**src/rtl/seg7_mux_decoder.sv**
```systemverilog
// Decodes a two-digit multiplexed 7-segment bus {an, seg} back to BCD digits
// and a binary 0-99 value, with settle filtering and stall detection.
module seg7_mux_decoder #(
    parameter int unsigned SETTLE_CYCLES  = 4,
    parameter int unsigned TIMEOUT_CYCLES = 4096
) (
    input  logic       clk,
    input  logic       rst_n,
    input  logic [7:0] mux_in,
    output logic [6:0] value_o,
    output logic [3:0] uni_o,
    output logic [3:0] dec_o,
    output logic       valid_o,
    output logic       update_o,
    output logic       err_o,
    output logic       stall_o
);

    localparam int unsigned TW = $clog2(TIMEOUT_CYCLES + 1);
    localparam logic [7:0] SETTLE = 8'(SETTLE_CYCLES);
    localparam logic [TW-1:0] TMAX = TW'(TIMEOUT_CYCLES);

    typedef enum logic {
        WAIT_UNI,
        WAIT_DEC
    } state_t;

    state_t state_q, state_d;

    logic [7:0] meta_q, sync_q, prev_q;
    logic [7:0] stab_q, stab_d;
    logic [TW-1:0] tout_q, tout_d;
    logic armed_q;
    logic an_edge, capture, stall_hit;
    logic [3:0] cap_digit;
    logic cap_bad;
    logic [3:0] held_uni_q;
    logic held_bad_q;
    logic store_uni, commit;
    logic [6:0] sum;

    always_ff @(posedge clk or negedge rst_n) begin
        if (!rst_n) begin
            meta_q <= '0;
            sync_q <= '0;
            prev_q <= '0;
        end else begin
            meta_q <= mux_in;
            sync_q <= meta_q;
            prev_q <= sync_q;
        end
    end

    always_comb begin
        an_edge = sync_q[7] ^ prev_q[7];
        stab_d = stab_q;
        if (sync_q != prev_q)
            stab_d = '0;
        else if (stab_q != SETTLE)
            stab_d = stab_q + 8'd1;
        tout_d = tout_q;
        if (an_edge)
            tout_d = '0;
        else if (tout_q != TMAX)
            tout_d = tout_q + 1'b1;
        stall_hit = (tout_d == TMAX);
        // One strobe per phase: the edge where the count first saturates
        capture = armed_q && (stab_d == SETTLE) && (stab_q != SETTLE);
    end

    always_ff @(posedge clk or negedge rst_n) begin
        if (!rst_n) begin
            stab_q  <= '0;
            tout_q  <= '0;
            armed_q <= 1'b1;
        end else begin
            stab_q <= stab_d;
            tout_q <= tout_d;
            if (an_edge)
                armed_q <= 1'b1;
            else if (capture)
                armed_q <= 1'b0;
        end
    end

    always_comb begin
        cap_digit = 4'hF;
        cap_bad   = 1'b0;
        unique case (sync_q[6:0])
            7'b1000000: cap_digit = 4'd0;
            7'b1111001: cap_digit = 4'd1;
            7'b0100100: cap_digit = 4'd2;
            7'b0110000: cap_digit = 4'd3;
            7'b0011001: cap_digit = 4'd4;
            7'b0010010: cap_digit = 4'd5;
            7'b0000010: cap_digit = 4'd6;
            7'b1111000: cap_digit = 4'd7;
            7'b0000000: cap_digit = 4'd8;
            7'b0010000: cap_digit = 4'd9;
            default:    cap_bad   = 1'b1;
        endcase
    end

    always_comb begin
        state_d   = state_q;
        store_uni = 1'b0;
        commit    = 1'b0;
        if (stall_hit) begin
            state_d = WAIT_UNI;
        end else if (capture) begin
            unique case (state_q)
                WAIT_UNI: begin
                    if (!sync_q[7]) begin
                        store_uni = 1'b1;
                        state_d   = WAIT_DEC;
                    end
                end
                WAIT_DEC: begin
                    if (sync_q[7]) begin
                        commit  = 1'b1;
                        state_d = WAIT_UNI;
                    end else begin
                        store_uni = 1'b1;
                    end
                end
                default: state_d = WAIT_UNI;
            endcase
        end
    end

    always_ff @(posedge clk or negedge rst_n) begin
        if (!rst_n)
            state_q <= WAIT_UNI;
        else
            state_q <= state_d;
    end

    always_ff @(posedge clk or negedge rst_n) begin
        if (!rst_n) begin
            held_uni_q <= '0;
            held_bad_q <= 1'b0;
        end else if (stall_hit) begin
            held_uni_q <= '0;
            held_bad_q <= 1'b0;
        end else if (store_uni) begin
            held_uni_q <= cap_digit;
            held_bad_q <= cap_bad;
        end
    end

    assign sum = ({3'b000, cap_digit} << 3)
               + ({3'b000, cap_digit} << 1)
               + {3'b000, held_uni_q};

    always_ff @(posedge clk or negedge rst_n) begin
        if (!rst_n) begin
            value_o  <= '0;
            uni_o    <= '0;
            dec_o    <= '0;
            valid_o  <= 1'b0;
            update_o <= 1'b0;
            err_o    <= 1'b0;
            stall_o  <= 1'b0;
        end else begin
            update_o <= 1'b0;
            err_o    <= 1'b0;
            stall_o  <= stall_hit;
            if (stall_hit) begin
                valid_o <= 1'b0;
            end else if (commit) begin
                if (!held_bad_q && !cap_bad) begin
                    value_o  <= sum;
                    uni_o    <= held_uni_q;
                    dec_o    <= cap_digit;
                    valid_o  <= 1'b1;
                    update_o <= !valid_o || (sum != value_o);
                end else begin
                    err_o <= 1'b1;
                end
            end
        end
    end

endmodule

```
**config.mk**
```make
export PLATFORM = sky130hd
export DESIGN_NAME = seg7_mux_decoder
export DESIGN_NICKNAME = d
export VERILOG_FILES = /design/src/rtl/seg7_mux_decoder.sv
export SDC_FILE = /design/constraint.sdc
export NUM_CORES = 1
export LEC_CHECK = 0
export ABC_AREA = 1
export CORE_MARGIN = 2
export CORE_UTILIZATION = 56
export DETAILED_ROUTE_END_ITERATION = 10
export PLACE_DENSITY_LB_ADDON = 0.25
export SLEW_MARGIN = 30
export SYNTH_ARGS = -nofsm -noshare
export SYNTH_HDL_FRONTEND = slang
export SYNTH_SLANG_ARGS = --single-unit
```
**constraint.sdc**
```tcl
create_clock -name clk -period 3.4 [get_ports clk]
set_clock_uncertainty 0.05 [all_clocks]
set_input_delay 0.85 -clock clk [delete_from_list [all_inputs] [get_ports clk]]
set_output_delay 0.85 -clock clk [all_outputs]
set_load 0.02 [all_outputs]
```
Word-level counts from Yosys, hierarchy flattened
Cells that the tools add are included.
W data, S select, Z words.
{"block": "word_totals", "reg_bits": 71, "in_bits": 10, "output_inout_bits": 19, "elab_cells": 82}
{"block": "classes", "addsub": 4, "n_eq_ne": 15, "mux": 30, "bitwise_logic": 2, "reduce_logical": 15}
{"cell": "$pmux W4 S10", "count": 1}
{"cell": "$mux W13", "count": 2}
{"cell": "$mux W1", "count": 23}
{"cell": "$eq A7 B5 Y1 const B", "count": 3}
{"cell": "$eq A7 B7 Y1 const B", "count": 3}
{"cell": "$mux W8", "count": 2}
{"cell": "$eq A7 B6 Y1 const B", "count": 2}
{"cell": "$add A13 B1 Y13 const B", "count": 1}
{"cell": "$eq A13 B13 Y1 const B", "count": 1}
{"cell": "$ne A13 B13 Y1 const B", "count": 1}
{"cell": "$reduce_bool A2 Y1", "count": 5}
{"cell": "$reduce_or A10 Y1", "count": 1}
{"cell": "$add A8 B1 Y8 const B", "count": 1}
{"cell": "$eq A8 B3 Y1 const B", "count": 1}
{"cell": "$mux W4", "count": 2}
{"cell": "$ne A8 B3 Y1 const B", "count": 1}
{"cell": "$ne A8 B8 Y1", "count": 1}
{"cell": "$add A7 B4 Y7", "count": 1}
{"cell": "$add A7 B5 Y7", "count": 1}
{"cell": "$eq A7 B2 Y1 const B", "count": 1}
{"cell": "$logic_not A7 Y1", "count": 1}
{"cell": "$ne A7 B7 Y1", "count": 1}
{"cell": "$logic_and A1 B1 Y1", "count": 3}
{"cell": "$reduce_and A3 Y1", "count": 1}
{"cell": "other kinds (5)", "count": 6}

Depth between registers and ports, before layout
Gate-level depths: netlist of the first run.
{"block": "depth", "ltp_word": 10, "mapped_depth": 18, "ltp_nobuf": 18}

Worst setup path after synthesis of the first run
OpenSTA, ideal clock, no wires.
{"block": "synth_path", "kind": "register to register", "start": "register sync_q[5]", "end": "register update_o", "setup_time_ns": 0.116, "t_arrival_ns": 2.958, "required_ns": 3.234, "setup_slack_ns": 0.276, "stages_incl_launch_ff": 17, "path_buffers": 0, "synth_period_minus_slack_ns": 3.124, "cell_sequence": "dfrtp_1 inv_1 nor3_1 nand3_1 nand3_2 nor2_1 nand2_1 nand2_1 fa_1 fa_1 xnor2_1 xor2_1 nand4_1 nor2_1 nand3_1 nor2_1 nor2_2"}
{"block": "synth_between", "elab_chain_cells": 9, "elab_cells_between_ends": 27, "classes_between": "add/sub (2); eq/ne (12); mux (7); reduce/logical (6)"}
{"item": "start: declaration", "line_no": "30", "text": "logic [7:0] meta_q, sync_q, prev_q;"}
{"item": "start signal: assignment", "line_no": "49", "text": "sync_q <= meta_q;"}
{"item": "$eq A7 B5 Y1 (tied with other cells)", "line_no": "89", "text": "unique case (sync_q[6:0])"}
{"item": "$pmux W4 S10 *", "line_no": "89"}
{"item": "via cap_digit[2]", "line_no": "35", "text": "logic [3:0] cap_digit;"}
{"item": "$add A7 B5 Y7 *", "line_no": "152", "text": "+ ({3'b000, cap_digit} << 1)"}
{"item": "$add A7 B4 Y7 *", "line_no": "153", "text": "+ {3'b000, held_uni_q};"}
{"item": "$ne A7 B7 Y1 *", "line_no": "176", "text": "update_o <= !valid_o || (sum != value_o);"}
{"item": "$logic_or A1 B1 Y1 *", "line_no": "176"}
{"item": "$mux W1 *", "line_no": "171", "text": "if (!held_bad_q && !cap_bad) begin"}
{"item": "$mux W1 *", "line_no": "170", "text": "end else if (commit) begin"}
{"item": "$mux W1 *", "line_no": "168", "text": "if (stall_hit) begin"}
{"item": "end signal: assignment", "line_no": "176"}
{"item": "end: declaration", "line_no": "14", "text": "output logic update_o,"}
Mark *: on every way through the listed nets, which the timed path passes. The rest lies on a longest branch.
A chain may end at the register's enable or synchronous reset.

Worst setup path after layout of the first run
{"block": "layout_path", "start": "register sync_q[2]", "end": "register update_o"}
{"block": "layout_between", "elab_chain_cells": 9, "elab_cells_between_ends": 27, "classes_between": "add/sub (2); eq/ne (12); mux (7); reduce/logical (6)"}
{"item": "$eq A7 B5 Y1 (tied with other cells)", "line_no": "89"}
{"item": "$pmux W4 S10 *", "line_no": "89"}
{"item": "via cap_digit[2]", "line_no": "35"}
{"item": "$add A7 B5 Y7 *", "line_no": "152"}
{"item": "$add A7 B4 Y7 *", "line_no": "153"}
{"item": "via sum[3]", "line_no": "40", "text": "logic [6:0] sum;"}
{"item": "$ne A7 B7 Y1 *", "line_no": "176"}
{"item": "$logic_or A1 B1 Y1 *", "line_no": "176"}
{"item": "$mux W1 *", "line_no": "171"}
{"item": "$mux W1 *", "line_no": "170"}
{"item": "$mux W1 *", "line_no": "168"}
Marks and branches as above.

==> results of run 1 <==
[per-layer routing]
| metal | wire [um] | vias to the layer above | track usage, % |
|---|---|---|---|
| li1 | - | 1519 | - |
| met1 | 3229 | 1422 | 27.80 |
| met2 | 3682 | 63 | 38.01 |
| met3 | 242 | 10 | 6.420 |
| met4 | 102 | 0 | 6.926 |
| met5 | 0 | - | 0 |
[cell usage after synthesis]
master / instances / area, um2
nand2_1: 125 / 469.2
dfrtp_1: 69 / 1727
inv_1: 69 / 259.0
nor2_1: 43 / 161.4
nand3_1: 39 / 195.2
nand4_1: 25 / 156.4
ha_1: 11 / 137.6
a21oi_1: 10 / 50.05
o21ai_0: 10 / 50.05
nor3_1: 7 / 35.03
xor2_1: 7 / 61.31
nand3_2: 5 / 50.05
buf_4: 4 / 30.03
inv_2: 4 / 15.01
nand2_2: 3 / 18.77
nor2_2: 3 / 18.77
xnor2_1: 3 / 26.28
fa_1: 2 / 40.04
nor2_4: 2 / 22.52
a21boi_0: 1 / 7.510
a21o_1: 1 / 7.510
a221oi_1: 1 / 8.760
a31oi_1: 1 / 6.260
buf_2: 1 / 5.000
buf_6: 1 / 11.26
clkbuf_1: 1 / 3.750
dfstp_2: 1 / 26.28
nand3_4: 1 / 17.52
nor2_8: 1 / 20.02
o21ai_1: 1 / 5.000
o21bai_1: 1 / 7.510
o221ai_1: 1 / 8.760
o22ai_1: 1 / 6.260
[through the flow]
step	hold WS, ns	util, %	worst slack [ns]
2_1_floorplan	0.2812	-	0.2762
3_3_place_gp	0.2825	63.33	0.1131
3_5_place_dp	0.2847	63.33	-0.03237
4_1_cts	0.3021	66.82	0.02869
5_1_grt	0.3158	67.74	-0.02147
6_report	0.3012	67.74	0.1833
[final timing paths]
check	depth (start not counted)	end	startpoint
max in group asynchronous	2	armed_q$_DFFE_PN1P_	rst_n
max reg2reg	17	update_o$_DFF_PN0_	sync_q[2]$_DFF_PN0_
max	17	update_o$_DFF_PN0_	sync_q[2]$_DFF_PN0_
min	0	sync_q[3]$_DFF_PN0_	meta_q[3]$_DFF_PN0_
min reg2reg	0	sync_q[3]$_DFF_PN0_	meta_q[3]$_DFF_PN0_
min in group asynchronous	1	stall_o$_DFF_PN0_	rst_n
[kinds of logic after synthesis]
kind of cell / synth area share, %
compound gates: 4.302
buf+inv: 8.842
flops: 47.83
fa+ha+maj: 4.848
simple gates: 31.79
xor+xnor: 2.390
[worst max-delay path: cells and delay by family, from the launching register on]
| family | cells | cell delay (ns) |
|---|---|---|
| fa+ha+maj | 2 | 1.13 |
| simple gates | 11 | 1.10 |
| flops | 1 | 0.44 |
| compound gates | 2 | 0.23 |
| buf+inv | 2 | 0.17 |
[cell type report]
class                      instances  area, um2  area share, %
tap                               77      96.34          2.240
clock buffer                       9      123.9          2.880
inverter                          73      274.0          6.370
clock inverter                     7      81.33          1.891
sequential                        70       1757          40.84
multi-input combinational        305       1637          38.05
timing repair buffer              34      332.8          7.737
[cell usage in the layout, fill, tap and decap left out, drive strengths merged]
cell type,Yosys,layout
ha,11,11
inv,73,75
clkdlybuf4s50,0,27
o21bai,1,1
bufinv,0,1
o21ai,11,11
clkinv,0,1
a221oi,1,1
a31oi,1,1
clkinvlp,0,3
nand2,128,128
fa,2,2
a21o,1,1
o221ai,1,1
a21boi,1,1
xnor2,3,3
nor3,7,7
dfstp,1,1
o22ai,1,1
dfrtp,69,69
clkbuf,1,9
xor2,7,7
nand3,45,45
nand4,25,25
a21oi,10,10
nor2,49,49
buf,6,7
[registers in the layout, summed over array words and instances (netlist names), 3 cells and up]
signal      count
tout_q         13
meta_q          8
prev_q          8
stab_q          8
sync_q          8
value_o         7
dec_o           4
held_uni_q      4
uni_o           3
[power breakdown]
| part | total, W | switching, W | internal [W] |
|---|---|---|---|
| Combinational | 0.000144 | 0.0000897 | 0.0000540 |
| Sequential | 0.000864 | 0.0000145 | 0.000850 |
| Clock | 0.000690 | 0.000343 | 0.000347 |
[timing repair]
item / CTS / global route
setup buffers: 1 / 2
endpoints found under the setup margin: 1 / 2
hold endpoints to repair: 0 / 0
resized for setup: 2 / 14
pin swaps: 0 / 1
==> key figures, run 1 <==
Status
  – Outcome: complete, no violations

Critical path
  – CP Launch Type: flip-flop
  – Slowest stage delay, CP: 0.62 ns
  – CP required: 3.59 ns
  – Max FO, Critical Path: 4
  – Worst path cell trace: nor2_2 > nand2_1 > inv_1 > nand4_1 > o21ai_1 > inv_1 > nand2_2 > nand2_2 > fa_2 > fa_2 > o22ai_1 > nor2_1 > nand4_1 > nor2_1 > nand3_1 > nor2_1 > nor2_2
  – Crit-path slowest cell: fa_2
  – Most frequent CP cell: nor2_1
  – Critical Path AT: 3.40 ns
  – Reg2reg setup slack: 0.18 ns
  – Crit path kind: flip-flop to flip-flop
  – Kind of end point of the critical path: flip-flop

Timing
  – Slew Viols, Final: 0
  – Final Hold Viols: 0
  – TNS Setup: 0 ns
  – Slew HR: 47.28%
  – Final min period: 3.217 ns
  – Maximum clock frequency: 310.9 MHz
  – Slew @ Worst Pin: 0.7909 ns
  – Tcrit/Tclk final: 94.61%
  – Final setup viols: 0

Die
  – Die X: 84.90 um
  – Area of the core: 6350 um2
  – Row count: 29
  – Die H: 84.90 um
  – Die Area: 7207 um2
  – I/O Pins: 29
  – Initial Util: 57.71%

Placed design
  – Placed cells: 556
  – Post-DP HPWL: 5093 um
  – DP Area: 4021 um2
  – RePlAce Congestion: 0.8520
  – # port buffers: 28

Synth
  – Synth Cell Area: 3665 um2
  – Synth Area per Inst: 8.054 um2
  – Yosys warns: 0
  – Synthesized flop and latch total: 70
  – Mapped Nets: 478
  – Synth Instances: 455
  – Distinct cells, synth: 33
  – Seq/Total Area, Yosys: 47.83%

GRT
  – Total GRT Usage: 22.36%
  – First-pass GRT wire length: 12940 um
  – Total gr overflow: 0
  – Vias in the first global route: 2971
  – Initial antenna violation count: 0
  – Largest net degree at the start of global routing: 37

Power
  – Leakage: 2.291 nW
  – Power Dens Cells: 394.7 nW/um2
  – Max VDD drop: 266.6 uV
  – Total power draw: 0.001698 W

Layout
  – Antenna Cells: 0
  – Final Cell Area: 4302 um2
  – Nets@finish: 516
  – P&R area growth vs syn: 17.38%
  – Layout cells sized above 1: 11.45%
  – Fillers: 527
  – Non-Filler Instances: 575

Clock tree
  – Hold Buf Count CTS: 0
  – Num CTS Buffers: 9
  – Clock Tree Buf Depth: 2
  – Root Driver: clkbuf_8
  – CTS Sinks: 70
  – H-tree lvl count: 3
  – Clk pin slew, worst setup/hold paths: 0.08 ns
  – Clk_lat worst skew: 0.35 ns
  – CTS tree: done

Route
  – Avg Vias per Cell: 5.242
  – Starting DRC count in detailed routing: 145
  – Detailed Routing Iterations Pass 1: 4
  – Vias: 3014
  – DR DRC count: 0
  – DRT antenna net count: 0
  – Final WL: 7256 um
  – Drt wl/cell: 12.62 um

Run
  – Max_cap viols: 0

Min path
  – Hold crit path type: flip-flop to flip-flop
No activity file was read; power rests on OpenSTA's default activity.
==> run 2, diff against run 1 <==
- CAP_MARGIN: default -> 40
==> run 2 against run 1 <==
Compared with the run above: design area up 0.47%; global-route usage unchanged; sequential cell count is the same; first-iteration DRC count decreased by 2.1%; worst hold slack worse by 0.013 ns; critical path type unchanged; largest power group unchanged.
==> key figures, run 2 (synthesis gave the netlist of run 1 again) <==
Critical path
  – Most frequent CP cell: nor2_1
  – Reg-to-Reg End: update_o$_DFF_PN0_
  – Worst Setup SP: sync_q[2]$_DFF_PN0_
  – R2r worst-path depth: 17
  – Reg2reg setup slack: 0.19 ns
  – CP Depth: 17
  – Slowest stage delay, CP: 0.62 ns
  – CP Launch Type: flip-flop
  – Worst path cell trace: nor2_2 > nand2_1 > inv_1 > nand4_1 > o21ai_1 > inv_1 > nand2_2 > nand2_2 > fa_2 > fa_2 > o22ai_1 > nor2_1 > nand4_1 > nor2_1 > nand3_1 > nor2_1 > nor2_2
  – Critical Path AT: 3.40 ns
  – CP required: 3.59 ns
  – Buf/Inv on CP: 2
  – Crit-path slowest cell: fa_2
  – Crit path to: update_o$_DFF_PN0_
  – Reg-to-Reg Start: sync_q[2]$_DFF_PN0_
  – Max FO, Critical Path: 4
  – Crit path kind: flip-flop to flip-flop
  – Kind of end point of the critical path: flip-flop
  – CP top delay family: adder cells

Layout
  – Fillers: 525
  – Layout cells sized above 1: 11.62%
  – Non-Filler Instances: 576
  – Antenna Cells: 0
  – Fin util: 68.06%
  – P&R area growth vs syn: 17.92%
  – Commonest cells after routing, fill and taps aside: 123 x nand2_1, 69 x inv_1, 66 x dfrtp_1
  – Largest register FFs: 13
  – Most flops, register: tout_q
  – Most common cell after layout, fill and taps aside: nand2_1
  – Nets@finish: 517

Clock tree
  – CTS tree: done
  – Num CTS Buffers: 9
  – Clk_lat worst skew: 0.35 ns
  – Clk pin slew, worst setup/hold paths: 0.08 ns
  – Clock Tree Buf Depth: 2
  – H-tree lvl count: 3
  – Root Driver: clkbuf_8
  – CTS Sinks: 70

Die
  – Die Area: 7207 um2
  – Area of the core: 6350 um2
  – Die H: 84.90 um
  – Die X: 84.90 um
  – I/O Pins: 29
  – Row count: 29
  – Initial Util: 57.71%

Route
  – DRT antenna net count: 0
  – Vias: 3031
  – Starting DRC count in detailed routing: 142
  – Final WL: 7278 um
  – Detailed Routing Iterations Pass 1: 5
  – DR DRC count: 0
  – Avg Vias per Cell: 5.262
  – Drt wl/cell: 12.64 um

Timing
  – Slew HR: 62.23%
  – Final Hold Viols: 0
  – Tcrit/Tclk final: 94.40%
  – Final setup viols: 0
  – Slew @ Worst Pin: 0.5659 ns
  – Final Worst Setup Slack: 0.1905 ns
  – Maximum clock frequency: 311.6 MHz
  – TNS Setup: 0 ns
  – Final min period: 3.210 ns
  – Slew Viols, Final: 0

Placed design
  – RePlAce Congestion: 0.8520
  – # port buffers: 28
  – Pre-CTS setup slack: -0.03237 ns
  – Placed cells: 556
  – Post-DP HPWL: 5093 um

Status
  – Outcome: complete, no violations

GRT
  – Total GRT Usage: 22.36%
  – GR Util met2: 38.01%
  – Vias in the first global route: 2971
  – GRT busiest layer: met2
  – Largest net degree at the start of global routing: 37
  – Met3 GRT Util: 6.420%
  – Initial antenna violation count: 0
  – First-pass GRT wire length: 12940 um
  – Total gr overflow: 0
  – Grt met1 use: 27.80%

Power
  – Power Dens Cells: 393.5 nW/um2
  – Max VDD drop: 303.4 uV
  – Leakage: 2.300 nW

Min path
  – Hold crit path type: input pin to asynchronous set/reset pin

Run
  – Max_cap viols: 0
## run 2: what timing repair did
action,CTS,global route
buffers inserted,1,2
pin swaps,0,1
hold buffers,0,0
resized for setup,2,14
setup endpoints to repair,1,2
## run 2: per-stage QoR
| step | power [W] | hold slack [ns] | area (um2) |
|---|---|---|---|
| 6_report | 0.001701 | 0.2880 | 4322 |
| 5_1_grt | 0.001782 | 0.2822 | 4322 |
| 4_1_cts | 0.001706 | 0.3021 | 4243 |
| 3_5_place_dp | 0.001011 | 0.2847 | 4021 |
| 3_3_place_gp | 0.001007 | 0.2825 | 4021 |
| 2_1_floorplan | 0.0009616 | 0.2812 | 3665 |
## run 2: worst min path at each step
stage / to / cells after the start / start
final: stall_o$_DFF_PN0_ / 1 / rst_n
after global placement: sync_q[1]$_DFF_PN0_ / 0 / meta_q[1]$_DFF_PN0_
after floorplan: sync_q[0]$_DFF_PN0_ / 0 / meta_q[0]$_DFF_PN0_
after CTS: sync_q[3]$_DFF_PN0_ / 0 / meta_q[3]$_DFF_PN0_
after global routing: stall_o$_DFF_PN0_ / 1 / rst_n
after detailed placement: sync_q[3]$_DFF_PN0_ / 0 / meta_q[3]$_DFF_PN0_
## run 2: power by group
| part | total (W) | internal, W | switching, W | leakage, nW |
|---|---|---|---|---|
| Combinational | 0.000147 | 0.0000563 | 0.0000904 | 1.29 |
| Clock | 0.000690 | 0.000347 | 0.000343 | 0.0940 |
| Sequential | 0.000864 | 0.000850 | 0.0000145 | 0.914 |
## run 2: final cells by class
class / count / area (um2) / share of cell area (%)
Clock inverter: 7 / 81.33 / 1.882
Tap cell: 77 / 96.34 / 2.229
Clock buffer: 9 / 123.9 / 2.866
Inverter: 73 / 274.0 / 6.340
Multi-Input combinational cell: 305 / 1637 / 37.87
Timing Repair Buffer: 35 / 352.8 / 8.164
Sequential cell: 70 / 1757 / 40.65
## run 2: layer usage
metal / share of wire (%) / wire (um)
met5: 0 / 0
met2: 50 / 3657
met4: 1.4 / 103
met3: 3.6 / 261
met1: 45 / 3256
==> run 3, diff against run 2 <==
- ABC_CLOCK_PERIOD_IN_PS: default -> 3400
- PLACE_DENSITY: default -> 0.74
- PLACE_DENSITY_LB_ADDON: 0.25 -> default
==> run 3 against run 2 <==
Compared with the run above: register-to-register slack lost 0.07 ns; clock-buffer cell count did not move; worst setup slack lost 0.073 ns; global-route usage is 0.47 points lower; critical path depth shrank 1; sequential power barely moved; clock power grew 2%; first-iteration DRC count up 20%; die area did not move; non-clock buffer count down 1; utilization about the same; design area is essentially flat; critical path type unchanged.
==> key figures, run 3 (synthesis gave the netlist of run 1 again) <==
Status
  – Outcome: complete, no violations

Critical path
  – Reg-to-Reg Start: sync_q[2]$_DFF_PN0_
  – Crit path kind: flip-flop to flip-flop
  – Critical Path AT: 3.47 ns
  – Worst Setup SP: sync_q[2]$_DFF_PN0_
  – Kind of end point of the critical path: flip-flop
  – Max FO, Critical Path: 6
  – CP required: 3.59 ns
  – CP Launch Type: flip-flop

Layout
  – Fin util: 68.10%
  – Layout cells sized above 1: 12.45%
  – Antenna Cells: 0
  – Fillers: 507
  – Commonest cells after routing, fill and taps aside: 124 x nand2_1, 69 x inv_1, 65 x dfrtp_1
  – Most flops, register: tout_q
  – Nets@finish: 516
  – Most common cell after layout, fill and taps aside: nand2_1
  – P&R area growth vs syn: 17.99%
  – Largest register FFs: 13

Route
  – Detailed Routing Iterations Pass 1: 4
  – DR DRC count: 0
  – Starting DRC count in detailed routing: 171
  – Final WL: 7307 um
  – Avg Vias per Cell: 5.200
  – Vias: 2990
  – DRT antenna net count: 0
  – Drt wl/cell: 12.71 um

Placed design
  – # port buffers: 28
  – RePlAce Congestion: 0.9141
  – Post-DP HPWL: 5130 um

Min path
  – Hold Path Origin: meta_q[3]$_DFF_PN0_
  – Hold crit path type: flip-flop to flip-flop

Timing
  – Final min period: 3.283 ns
  – Final setup viols: 0
  – Maximum clock frequency: 304.6 MHz
  – Slew Viols, Final: 0
  – Slew @ Worst Pin: 0.5665 ns
  – Slew HR: 62.19%
  – Hold_ws: 0.2965 ns
  – Final Hold Viols: 0
  – Tcrit/Tclk final: 96.56%

Die
  – Die X: 84.90 um
  – Die Area: 7207 um2
  – Area of the core: 6350 um2
  – Initial Util: 57.71%
  – Row count: 29
  – Die H: 84.90 um
  – I/O Pins: 29

Clock tree
  – H-tree lvl count: 3
  – Root Driver: clkbuf_8
  – Clk_lat worst skew: 0.35 ns
  – Hold Buf Count CTS: 0
  – Clk pin slew, worst setup/hold paths: 0.09 ns
  – CTS Sinks: 70
  – CTS tree: done
  – Num CTS Buffers: 9
  – Clock Tree Buf Depth: 2

GRT
  – First-pass GRT wire length: 12610 um
  – Largest net degree at the start of global routing: 41
  – Total GRT Usage: 21.89%
  – Vias in the first global route: 2971
  – Initial antenna violation count: 0
  – Total gr overflow: 0

Power
  – Max VDD drop: 342.1 uV
  – Leakage: 2.304 nW
  – Power Dens Cells: 395.5 nW/um2

Run
  – Max_cap viols: 0
## run 3: worst max-delay path, cell delays in order, from the launching register on
cell and delay [ns]:
dfrtp_2 0.46, nor2_2 0.17, nand2_1 0.08, inv_1 0.09, nand4_1 0.15, nand3_2 0.14
nor2_1 0.05, nand2_1 0.12, nand2_2 0.10, fa_2 0.60, fa_2 0.47, a221oi_2 0.24
nand4_1 0.12, nor2_1 0.10, nand3_1 0.10, nor2_2 0.11, nor2_2 0.04
## run 3: through the flow
stage	area [um2]	cells	worst slack [ns]	power, W	TNS (ns)
after floorplan	3665	455	0.2762	0.0009616	0
after global placement	4029	557	0.1085	0.001009	0
after detailed placement	4029	557	-0.08230	0.001012	-0.08230
after CTS	4248	573	0.02945	0.001721	0
after global routing	4324	575	-0.02686	0.001791	-0.02686
final	4324	575	0.1171	0.001710	0
## run 3: path summary, 6_finish.rpt
path,endpoint,slack [ns],cells after the start
max,update_o$_DFF_PN0_,0.12,16
min,sync_q[3]$_DFF_PN0_,0.30,0
max reg2reg,update_o$_DFF_PN0_,0.12,16
min reg2reg,sync_q[3]$_DFF_PN0_,0.30,0
max in group asynchronous,armed_q$_DFFE_PN1P_,2.31,2
min in group asynchronous,stab_q[1]$_DFF_PN0_,0.37,1
## run 3: what timing repair did
item,in CTS,in global routing
pin swaps,1,6
hold endpoints to repair,0,0
setup endpoints to repair,1,2
resized for setup,4,16
buffers inserted,0,2
gates cloned,0,0
## run 3: metal layers
| metal | up-vias | part of all wire, % | track usage (%) |
|---|---|---|---|
| met1 | 1399 | 45 | 26.54 |
| met4 | 0 | 1.5 | 9.091 |
| met3 | 10 | 4.3 | 5.739 |
| met2 | 58 | 49 | 37.22 |
| met5 | - | 0 | 0 |
| li1 | 1523 | - | - |
## run 3: cell type report
class	count	area [um2]	area share, %
multi-input combinational	305	1659	38.37
inverter	73	274.0	6.337
sequential	70	1758	40.65
clock buffer	9	123.9	2.865
clock inverter	7	80.08	1.852
timing repair buffer	34	332.8	7.697
tap	77	96.34	2.228
## run 3: where the power goes
part | internal [W] | switching (W) | leakage [nW]
clock network | 0.000349 | 0.000353 | 0.0973
registers | 0.000850 | 0.0000148 | 0.913
logic | 0.0000541 | 0.0000891 | 1.29
